$ cat src/rtl/current_switch_ctrl_if.sv
// Config handshake bundle for current_switch_ctrl: a period/on-time pair offered with valid/ready.
interface current_switch_ctrl_if #(
   parameter int unsigned CNT_W = 16
) ();
   logic             cfg_valid;
   logic             cfg_ready;
   logic [CNT_W-1:0] cfg_period;
   logic [CNT_W-1:0] cfg_on;

   modport master (output cfg_valid, output cfg_period, output cfg_on, input cfg_ready);
   modport slave  (input cfg_valid, input cfg_period, input cfg_on, output cfg_ready);
endinterface

$ cat src/rtl/current_switch_ctrl.sv
// PWM sequencer for the current_switch ctrl pin: programmable period/on-time,
// double-buffered config applied at period boundaries, graceful enable/disable.
module current_switch_ctrl #(
   parameter int unsigned CNT_W      = 16,
   parameter int unsigned DEF_PERIOD = 4,
   parameter int unsigned DEF_ON     = 2
) (
   input  logic                 clk,
   input  logic                 rst_n,
   input  logic                 en,
   current_switch_ctrl_if.slave cfg,
   output logic                 ctrl,
   output logic                 period_start,
   output logic                 busy
);

   typedef enum logic [1:0] {IDLE = 2'd0, RUN = 2'd1, DRAIN = 2'd2} state_e;

   state_e           state_q, state_d;
   logic [CNT_W-1:0] cnt_q, cnt_d;
   logic [CNT_W-1:0] period_q, period_d;
   logic [CNT_W-1:0] on_q, on_d;
   logic [CNT_W-1:0] shadow_period_q, shadow_period_d;
   logic [CNT_W-1:0] shadow_on_q, shadow_on_d;
   logic             pending_q, pending_d;
   logic             ready_q;
   logic             accept, wrap, load;
   logic             ctrl_d, period_start_d, busy_d, ready_d;

   assign cfg.cfg_ready = ready_q;

   // State and output registers
   always_ff @(posedge clk or negedge rst_n) begin
      if (!rst_n) begin
         state_q         <= IDLE;
         cnt_q           <= '0;
         period_q        <= CNT_W'(DEF_PERIOD);
         on_q            <= CNT_W'(DEF_ON);
         shadow_period_q <= CNT_W'(DEF_PERIOD);
         shadow_on_q     <= CNT_W'(DEF_ON);
         pending_q       <= 1'b0;
         ready_q         <= 1'b1;
         ctrl            <= 1'b0;
         period_start    <= 1'b0;
         busy            <= 1'b0;
      end else begin
         state_q         <= state_d;
         cnt_q           <= cnt_d;
         period_q        <= period_d;
         on_q            <= on_d;
         shadow_period_q <= shadow_period_d;
         shadow_on_q     <= shadow_on_d;
         pending_q       <= pending_d;
         ready_q         <= ready_d;
         ctrl            <= ctrl_d;
         period_start    <= period_start_d;
         busy            <= busy_d;
      end
   end

   // Next state, counter and config double-buffer
   always_comb begin
      state_d         = state_q;
      cnt_d           = cnt_q;
      period_d        = period_q;
      on_d            = on_q;
      shadow_period_d = shadow_period_q;
      shadow_on_d     = shadow_on_q;
      pending_d       = pending_q;

      accept = cfg.cfg_valid && !pending_q;
      // period_q is always >= 2, so the subtraction cannot underflow
      wrap   = (cnt_q == (period_q - CNT_W'(1)));
      load   = pending_q && ((state_q == IDLE) || wrap);

      // accept and load are exclusive: accept needs pending clear, load needs it set
      if (load) begin
         period_d  = shadow_period_q;
         on_d      = shadow_on_q;
         pending_d = 1'b0;
      end
      if (accept) begin
         shadow_period_d = (cfg.cfg_period < CNT_W'(2)) ? CNT_W'(2) : cfg.cfg_period;
         shadow_on_d     = cfg.cfg_on;
         pending_d       = 1'b1;
      end

      case (state_q)
         IDLE: begin
            cnt_d = '0;
            if (en) state_d = RUN;
         end
         RUN: begin
            cnt_d = wrap ? '0 : cnt_q + CNT_W'(1);
            if (!en) state_d = DRAIN;
         end
         DRAIN: begin
            cnt_d = wrap ? '0 : cnt_q + CNT_W'(1);
            if (en) begin
               state_d = RUN;
            end else if (wrap) begin
               state_d = IDLE;
               cnt_d   = '0;
            end
         end
         default: begin
            state_d = IDLE;
            cnt_d   = '0;
         end
      endcase
   end

   // Registered-output decode from next-cycle values so ctrl aligns with cnt
   always_comb begin
      busy_d         = (state_d != IDLE);
      ctrl_d         = busy_d && (cnt_d < on_d);
      period_start_d = busy_d && (cnt_d == '0);
      ready_d        = !pending_d;
   end

endmodule

$ cat src/flat_wrapper.sv
// flat-port wrapper written by rule: the top's interface ports become plain ports
module current_switch_ctrl_flat 
#(
   parameter int unsigned CNT_W      = 16,
   parameter int unsigned DEF_PERIOD = 4,
   parameter int unsigned DEF_ON     = 2
)
  (clk, rst_n, en, ctrl, period_start, busy, cfg_cfg_valid, cfg_cfg_period, cfg_cfg_on, cfg_cfg_ready);
  current_switch_ctrl_if #(.CNT_W(CNT_W)) cfg_i ();
  input  logic clk;
  input  logic rst_n;
  input  logic en;
  output logic ctrl;
  output logic period_start;
  output logic busy;
  input wire logic [$bits(cfg_i.cfg_valid)-1:0] cfg_cfg_valid;
  input wire logic [$bits(cfg_i.cfg_period)-1:0] cfg_cfg_period;
  input wire logic [$bits(cfg_i.cfg_on)-1:0] cfg_cfg_on;
  output wire logic [$bits(cfg_i.cfg_ready)-1:0] cfg_cfg_ready;
  assign cfg_i.cfg_valid = cfg_cfg_valid;
  assign cfg_i.cfg_period = cfg_cfg_period;
  assign cfg_i.cfg_on = cfg_cfg_on;
  assign cfg_cfg_ready = cfg_i.cfg_ready;
  current_switch_ctrl #(.CNT_W(CNT_W), .DEF_PERIOD(DEF_PERIOD), .DEF_ON(DEF_ON)) u_core (.clk(clk), .rst_n(rst_n), .en(en), .cfg(cfg_i), .ctrl(ctrl), .period_start(period_start), .busy(busy));
endmodule
$ cat config.mk
export PLATFORM = sky130hd
export DESIGN_NAME = current_switch_ctrl_flat
export DESIGN_NICKNAME = d
export VERILOG_FILES = /design/src/rtl/current_switch_ctrl_if.sv /design/src/rtl/current_switch_ctrl.sv /design/src/flat_wrapper.sv
export SDC_FILE = /design/constraint.sdc
export NUM_CORES = 1
export LEC_CHECK = 0
export CAP_MARGIN = 20
export CORE_MARGIN = 5
export CORE_UTILIZATION = 53
export CTS_CLUSTER_DIAMETER = 30
export DETAILED_ROUTE_END_ITERATION = 8
export PLACE_DENSITY = 0.77
export SLEW_MARGIN = 10
export SYNTH_ARGS = -nofsm -noshare
export SYNTH_HDL_FRONTEND = slang
export SYNTH_SLANG_ARGS = --single-unit
$ cat constraint.sdc
create_clock -name clk -period 3.8 [get_ports clk]
set_clock_uncertainty 0.2 [all_clocks]
set_input_delay 1.14 -clock clk [delete_from_list [all_inputs] [get_ports clk]]
set_output_delay 1.14 -clock clk [all_outputs]
set_load 0.005 [all_outputs]
Word level (Yosys, flattened, before mapping)
Index checks and enable logic that the tools add are counted.
{ "classes": {"mul": 0, "n_eq_ne": 3, "muxes": 13, "addsub": 2, "n_div": 0, "shifts": 0, "order_cmp": 2, "reduce_logical": 10, "n_bitwise": 0} }
{ "ops": {"columns": ["operator", "count"], "rows": [
  ["$mux 16", 5],
  ["$pmux 16 s2", 1],
  ["$add 16x1->16 const B", 1],
  ["$eq 16x16->1", 1],
  ["$logic_not 16->1", 1],
  ["$lt 16x16->1", 1],
  ["$lt 16x2->1 const B", 1],
  ["$sub 16x1->16 const B", 1],
  ["$mux 2", 4],
  ["$pmux 2 s3", 1],
  ["$logic_and 1x1->1", 4],
  ["$eq 2x1->1 const B", 1],
  ["$eq 2x2->1 const B", 1],
  ["$logic_not 1->1", 2],
  ["$logic_not 2->1", 1],
  ["$mux 1", 2],
  ["$reduce_bool 2->1", 1],
  ["$logic_or 1x1->1", 1]
]} }
{ "word_totals": {"mem_bits_rw": 0, "inputBits": 36, "reg_bits": 87, "mem_count": 0, "out_inout_bits": 4, "latch_bits": 0, "elab_cells": 41, "rom_bits": 0} }

Depth between registers and ports, before layout
Gate-level depths: netlist of the first run.
{ "depth": {"word_depth": 8, "depth_mapped": 19, "mapped_depth_nobuf": 17} }

Worst setup path before layout of the first run
No wires, ideal clock.
{ "synth_timing": {"path_type": "register to register", "startpoint": "register u_core.period_q[0]", "endpoint": "register u_core.ctrl", "arrival_time_ps": 3703, "setup_slack_ps": -198, "path_buffers": 2, "period_less_slack_ps": 3998, "setup_ps": 96, "stages_incl_launch_ff": 17, "path_cell_list": "dfrtp_1 -> inv_1 -> ha_1 -> or4b_4 -> nor4b_2 -> a311oi_1 -> nor3_2 -> nand3_1 -> a21boi_2 -> buf_6 -> buf_6 -> mux2i_1 -> ha_1 -> a211o_1 -> a221oi_1 -> o221ai_1 -> a311oi_2"} }
{ "synth_via": {"elab_chain_len": 8, "word_cells_on_any_way": 15, "cone_classes": "add/sub: 1; order compare: 1; eq/ne: 1; mux: 8; reduce/logical: 4"} }
{ "synth_rtl": {"columns": ["element", "line", "source"], "rows": [
  ["start, declared", "current_switch_ctrl.sv:21", "logic [CNT_W-1:0] period_q, period_d;"],
  ["start signal, assigned", "current_switch_ctrl.sv:37", "period_q <= CNT_W'(DEF_PERIOD);"],
  ["start signal, assigned", "current_switch_ctrl.sv:49", "period_q <= period_d;"],
  ["$sub 16x1->16 (*)", "current_switch_ctrl.sv:73", "wrap = (cnt_q == (period_q - CNT_W'(1)));"],
  ["$eq 16x16->1 (*)", "current_switch_ctrl.sv:73", null],
  ["$mux 16", "current_switch_ctrl.sv:94, current_switch_ctrl.sv:98", null],
  ["$mux 16", "current_switch_ctrl.sv:101", "end else if (wrap) begin"],
  ["$mux 16", "current_switch_ctrl.sv:99", "if (en) begin"],
  ["$pmux 16 s2", "current_switch_ctrl.sv:88", "case (state_q)"],
  ["$lt 16x16->1", "current_switch_ctrl.sv:116", "ctrl_d = busy_d && (cnt_d < on_d);"],
  ["$logic_and 1x1->1 (*)", "current_switch_ctrl.sv:116", null],
  ["via u_core.ctrl_d", "current_switch_ctrl.sv:28", "logic ctrl_d, period_start_d, busy_d, ready_d;"],
  ["end signal, assigned", "current_switch_ctrl.sv:55", "ctrl <= ctrl_d;"],
  ["end, declared", "current_switch_ctrl.sv:12", "output logic ctrl,"]
]} }
The timed path passes the listed nets; every way through them passes the cells marked *.
A chain may end at the register's enable or synchronous reset.

Worst setup path after layout of the first run
Same ends and word-level chain as after synthesis.

==> impl_results.md, run 1 <==
* Status: complete, but fails checks
* Violated checks: setup timing
* Placer Congestion at 0.938
* Dpl cell area at 5780 um2
* Post-route cell area at 6160 um2
* Initial antenna violation count at 0
* Max stage delay cell, worst path: or4b_4
* I/O pin count at 40
* MaxCap Viol Count at 0
* CP Buf/Inv Count at 3
* CP endpoint kind: flip-flop
* Final hold violation count at 0
* Core footprint at about 9200 um2
* Filler cell count at 695
* Mapped Cells at 445
* CP top delay family: simple AND/OR/NAND/NOR gates
* Worst-skew pair later-pin latency at 0.37 ns
* Worst-path clk slew at 0.10 ns
* Slew Viols, Final at 0
* Main synth FF type: dfrtp_1
* Grt total ovfl at 0
* Final worst path period need at 4.15 ns
* Avg WL per Cell at between 15 and 20 um
* Yosys reg bits at 87
* Clock Sinks at a little under 90
* Setup TNS at -0.346 ns
* DRC at 0
* Synth top area share at 0.415
* CP max FO at 4
* FFs w/ async S/R, synth at 1.00
* Top cells by area, synth: dfrtp_1 42%, mux2_2 11%, ha_1 5.3%
* Fmax at 0.241 GHz
* Die ar. at approximately 11,000 um2
* Area of the mapped netlist at 4940 um2
* Reg area at 2180 um2
* TritonRoute pass-1 iters at 4
* Max incr delay on CP at 0.49 ns
* Post-synth top cells: 82 x dfrtp_1, 50 x mux2_2, 32 x nor2_1, 25 x xnor2_1, 21 x ha_1
* Vias/cell at between 5 and 6
* Slew @ Worst Pin at 0.631 ns
* Num CTS Buffers at 9
* Slew headroom at 0.580
* Post-synth EDFFs at 0
* Most frequent cell after synthesis: dfrtp_1
* Die X at 107 um
* Worst hold-check path type: reg2reg
* Syn_nets at 502
* CP arrival at 4.21 ns
* CP Cell Sequence: inv_2 -> ha_4 -> or4b_4 -> nor4b_4 -> a311oi_2 -> nor3_2 -> nand3_2 -> a21boi_4 -> buf_6 -> clkbuf_16 -> mux2i_1 -> ha_1 -> a21oi_1 -> nor2b_1 -> o21ai_0 -> nand2b_1 -> a21oi_1 -> o221ai_1 -> a311oi_2
* Final WS setup at -0.346 ns
* Share of cells above drive strength 1 at 0.301
* Antenna-violating nets left at 0
* DRT Wirelength at around 11,000 um
* Leakage at 2.62 nW
* DR iter-0 viols at 158
* Crit start category: flip-flop
* Register area share after synthesis at 0.442
* Area of the multi-input gates at 2660 um2
* Yosys warnings at 0
* Max IR drop VDD at 0.000378 V
* Required @ worst endpoint at 3.86 ns
* NumNets Final at 593
* Final setup viols at 1
* H-tree depth at 3
* GRT Overall Usage at 0.204
* Dpl ws at -0.250 ns
* Period utilization at 1.09
* Via count at between 3,000 and 4,000
* Clk buf depth at 2
* Initial Util at 0.540
* Root Driver: clkbuf_8
* Tot Pwr at around 4.6 mW
* HPWL after detailed placement at between 8000 and 9000 um
* CTS tree: built
* Syn_area_per_cell at 11.1 um2
* Die Height at 107 um
* RSZ-0062 raised after global routing: true
* Number of antenna diodes at 0
* Syn-to-layout area delta at 24.6%
* Number of I/O port buffers at 39
* Setup CP Type: reg2reg
* First-pass GRT wire length at 18,500 um
* Largest net degree at the start of global routing at 51
* Vias in the first global route at 3,856
* Netlist cell types at 65
* Rows at 35
* Pwr Density at 747 nW/um2
* Area leader, netlist: dfrtp_1
## cells by family (layout without fill, tap and decap cells)
| family | after synthesis | after routing | synth area share |
|---|---|---|---|
| buf+inv | 39 | 135 | 0.0395 |
| compound gates | 58 | 58 | 0.0889 |
| fa+ha+maj | 21 | 21 | 0.0532 |
| mux | 76 | 76 | 0.169 |
| simple gates | 126 | 126 | 0.140 |
| xor+xnor | 38 | 38 | 0.0673 |
| flops | 87 | 87 | 0.442 |
## worst register-to-register path, cell delays in order, from the launching register on
cell and delay, ns:
dfrtp_1 0.40, inv_2 0.08, ha_4 0.13, or4b_4 0.49, nor4b_4 0.28, a311oi_2 0.09, nor3_2 0.25, nand3_2 0.14
a21boi_4 0.19, buf_6 0.14, clkbuf_16 0.14, mux2i_1 0.21, ha_1 0.28, a21oi_1 0.15, nor2b_1 0.05, o21ai_0 0.15
nand2b_1 0.08, a21oi_1 0.16, o221ai_1 0.15, a311oi_2 0.27
## routing by layer
| metal | up-vias | part of all wire | GRT usage |
|---|---|---|---|
| li1 | 1779 | - | - |
| met1 | 1849 | 0.44 | 0.266 |
| met2 | 63 | 0.51 | 0.348 |
| met3 | 21 | 0.030 | 0.0322 |
| met4 | 0 | 0.021 | 0.0667 |
| met5 | - | 0 | 0 |
## final timing paths
| path | startpoint | endpoint | slack, ns | depth (start not counted) |
|---|---|---|---|---|
| max | u_core.period_q[0]$_DFFE_PN0N_ | u_core.ctrl$_DFF_PN0_ | -0.35 | 19 |
| min | u_core.shadow_period_q[15]$_DFFE_PN0P_ | u_core.period_q[15]$_DFFE_PN0N_ | 0.29 | 1 |
| max reg2reg | u_core.period_q[0]$_DFFE_PN0N_ | u_core.ctrl$_DFF_PN0_ | -0.35 | 19 |
| min reg2reg | u_core.shadow_period_q[15]$_DFFE_PN0P_ | u_core.period_q[15]$_DFFE_PN0N_ | 0.29 | 1 |
| max in group asynchronous | rst_n | u_core.shadow_on_q[1]$_DFFE_PN1P_ | 2.09 | 2 |
| min in group asynchronous | rst_n | u_core.period_q[9]$_DFFE_PN0N_ | 0.58 | 1 |
## metrics by stage
step / utilization / hold WS [ns] / std cells
5_1_grt: 0.673 / 0.316 / 652
2_1_floorplan: - / 0.257 / 445
4_1_cts: 0.654 / 0.297 / 643
3_5_place_dp: 0.631 / 0.279 / 624
6_report: 0.673 / 0.294 / 652
3_3_place_gp: 0.631 / 0.270 / 624
## state kept, by name, indices dropped and copies added, names as in the netlist
signal,cells
u_core.pending_q,1
u_core.busy,1
u_core.period_q,16
u_core.shadow_on_q,16
u_core.cnt_q,16
u_core.on_q,16
u_core.period_start,1
u_core.ctrl,1
u_core.shadow_period_q,16
u_core.state_q,2
u_core.cfg.cfg_ready,1
## cell usage in the layout (no fill, tap or decap), drive strengths merged, types with 3 or more instances in the layout
cell,Yosys,layout
or2,4,4
nor2,32,32
nand3,10,10
dfrtp,82,82
o21ai,7,7
nand4,10,10
ha,21,21
nand2,14,14
or3,5,5
mux2i,16,16
a31oi,7,7
clkdlybuf4s50,0,38
nor4,10,10
o21a,3,3
nor3,15,15
dfstp,5,5
a311oi,3,3
nor2b,5,5
clkbuf,10,14
buf,15,65
a21oi,9,9
mux2,60,60
a21o,3,3
a21boi,3,3
xnor2,25,25
xor2,13,13
nand2b,10,10
clkinv,0,3
inv,14,14
## cell type report
| type | count | share of cell area |
|---|---|---|
| clock inverters | 4 | 0.00366 |
| clock buffers | 12 | 0.0236 |
| multi-input cells | 319 | 0.432 |
| repair buffers | 105 | 0.155 |
| flip-flops and latches | 87 | 0.355 |
| inverters | 14 | 0.00853 |
| well taps | 111 | 0.0226 |
## where the power goes
group,leakage (nW),total [mW],switching (mW),internal (mW)
Sequential,1.06,1.63,0.281,1.35
Clock,0.0861,0.581,0.328,0.253
Combinational,1.48,2.39,1.06,1.33
Total,2.62,4.60,1.67,2.93
## repair_timing
item | CTS | global route
setup endpoints to repair | 1 | 1
hold buffers | 0 | 0
cloned | 0 | 2
resized for setup | 5 | 14
buffers inserted | 3 | 7
pin swaps | 2 | 15
hold endpoints to repair | 0 | 0
Note: power is estimated with default switching activity, not from simulation.
==> run 2, diff against run 1 <==
Settings changed: CORE_UTILIZATION 53 to 55, PLACE_DENSITY 0.77 to 0.76.
Clock period 3.8 ns to 4.9 ns, I/O delays scaled along.
==> impl_results.md, run 2 (synthesis results as in run 1) <==
* Worst r2r path cells at 18
* Syn-to-layout area delta at 14.3%
* Setup Buffers After CTS at 0
* Worst hold-check path type: reg2reg
* Clk buf depth at 2
* Number of antenna diodes at 0
* Antenna-violating nets left at 0
* Die X at between 100 and 150 um
* DR iter-0 viols at 133
* Initial antenna violation count at 0
* Sw frac at 0.357
* First-pass GRT wire length at 17,600 um
* Clock share of power at 0.173
* Final worst path period need at 4.50 ns
* Setup CP Type: reg2reg
* WL met3 at ~370 um
* Required @ worst endpoint at 4.97 ns
* Fmax at 0.222 GHz
* Leakage at 2.33 nW
* Slew Viols, Final at 0
* Highest routed layer: met4
* Max IR drop VDD at about 0.00022 V
* Dpl ws at approximately 0.45 ns
* CP arrival at around 4.6 ns
* Period utilization at 0.919
* Worst-path clk slew at 0.09 ns
* P_int at 2.08 mW
* Number of I/O port buffers at 39
* Met2 wire length at 4970 um
* Slew headroom at 0.527
* Status: finished, final reports clean
* Grt total ovfl at 0
* Flop2flop setup slack at 0.40 ns
* H-tree depth at 3
* CP max FO at 32
* HPWL after detailed placement at 7570 um
* Setup TNS at 0 ns
* Final setup viols at 0
* Worst-skew pair later-pin latency at 0.35 ns
* RSZ-0062 raised after global routing: false
* Reg2reg end: u_core.ctrl$_DFF_PN0_
* Commonest non-fill, non-tap cell in the layout: dfrtp_1
* TritonRoute pass-1 iters at 4
* Critical path origin: u_core.period_q[0]$_DFFE_PN0N_
* CP endpoint kind: flip-flop
* Initial Util at 0.567
* Share of cells above drive strength 1 at 0.193
* Pwr Density at 572 nW/um2
* Psw at 1.15 mW
* Commonest non-fill, non-tap cells in the layout: 82 x dfrtp_1, 50 x mux2_2, 38 x clkdlybuf4s50_1
* Vias/cell at 5.89
* Seq pwr share at 0.408
* Via count at 3,482
* GRT Overall Usage at 0.194
* Clock Sinks at 87
* Rows at 34
* Final WS setup at 0.398 ns
* Slew @ Worst Pin at 0.692 ns
* DRT met1 WL at 4690 um
* Largest net degree at the start of global routing at 88
* Die Height at 105 um
* NumNets Final at 535
* Logic pwr share at 0.419
* I/O pin count at 40
* Filler cell count at slightly below 700
* Crit start category: flip-flop
* Root Driver: clkbuf_8
* CTS tree: built
* DRC at 0
* Vias in the first global route at 3,565
* MaxCap Viol Count at 0
* Final hold violation count at 0
* Placer Congestion at around 0.91
* DRT Wirelength at 10,200 um
* Core footprint at 8720 um2
* Worst r2r src: u_core.period_q[0]$_DFFE_PN0N_
* Avg WL per Cell at approximately 17 um
* Die ar. at between 10,000 and 15,000 um2
* Tot Pwr at 3.23 mW
* Crit path to: u_core.ctrl$_DFF_PN0_
* Num CTS Buffers at 9
## run 2: cell count changes in the layout (fill, tap and decap cells not counted), sizes merged
cell      before  now
buf           65    9
bufinv         0    2
clkbuf        14   11
clkinvlp       1    0
## run 2: per-layer routing
| metal | up-vias | GRT usage |
|---|---|---|
| met3 | 14 | 0.0302 |
| li1 | 1683 | - |
| met1 | 1720 | 0.270 |
| met5 | - | 0 |
| met2 | 65 | 0.315 |
| met4 | 0 | 0.0548 |
## run 2: worst min-delay path by stage
| stage | startpoint | to | cells past startpoint |
|---|---|---|---|
| after floorplan | u_core.on_q[14]$_DFF_PN0_ | u_core.on_q[14]$_DFF_PN0_ | 1 |
| after global placement | u_core.on_q[15]$_DFF_PN0_ | u_core.on_q[15]$_DFF_PN0_ | 1 |
| after detailed placement | u_core.on_q[15]$_DFF_PN0_ | u_core.on_q[15]$_DFF_PN0_ | 1 |
| after CTS | u_core.on_q[15]$_DFF_PN0_ | u_core.on_q[15]$_DFF_PN0_ | 1 |
| after global routing | u_core.shadow_period_q[4]$_DFFE_PN0P_ | u_core.period_q[4]$_DFFE_PN0N_ | 1 |
| final | u_core.on_q[15]$_DFF_PN0_ | u_core.on_q[15]$_DFF_PN0_ | 1 |
## run 2: cell type report
cell class | instances | area, um2 | share of cell area
multi-input combinational | 319 | 2580 | 0.457
sequential | 87 | 2180 | 0.387
timing repair buffer | 47 | 473 | 0.0837
clock buffer | 11 | 141 | 0.0250
tap | 108 | 135 | 0.0239
clock inverter | 5 | 82.6 | 0.0146
inverter | 14 | 52.6 | 0.00930
## run 2: worst max-delay path, cell delays in order, from the launching register on
cell	delay (ns)
dfrtp_1	0.46
inv_1	0.09
ha_1	0.31
xor2_1	0.15
nand2_1	0.07
a2111oi_0	0.56
and4_1	0.35
nand3_1	0.17
a21boi_4	0.23
buf_12	0.23
mux2i_1	0.26
ha_1	0.29
nand3_1	0.11
nor2_1	0.06
nand2_1	0.09
nor3_1	0.09
a221oi_1	0.24
o221ai_1	0.19
a311oi_2	0.26
## run 2: what timing repair did
item                                    CTS  global route
endpoints found under the setup margin    0             1
gates resized for setup                   0             1
hold buffers                              0             0
## run 2: power by group through the flow
| stage | sequential (mW) | combinational [mW] | clock, mW |
|---|---|---|---|
| final | 1.32 | 1.35 | 0.558 |
| after global routing | 1.37 | 1.50 | 0.605 |
| after CTS | 1.32 | 1.36 | 0.570 |
| after detailed placement | 1.33 | 1.35 | 0 |
| after global placement | 1.31 | 1.30 | 0 |
| after floorplan | 1.22 | 1.11 | 0 |
## run 2: metrics by stage
step	utilization	instances	hold WS [ns]	area [um2]
4_1_cts	0.645	590	0.300	5620
3_5_place_dp	0.619	574	0.279	5400
5_1_grt	0.648	591	0.318	5650
2_1_floorplan	-	445	0.257	4940
3_3_place_gp	0.619	574	0.270	5400
6_report	0.648	591	0.297	5650
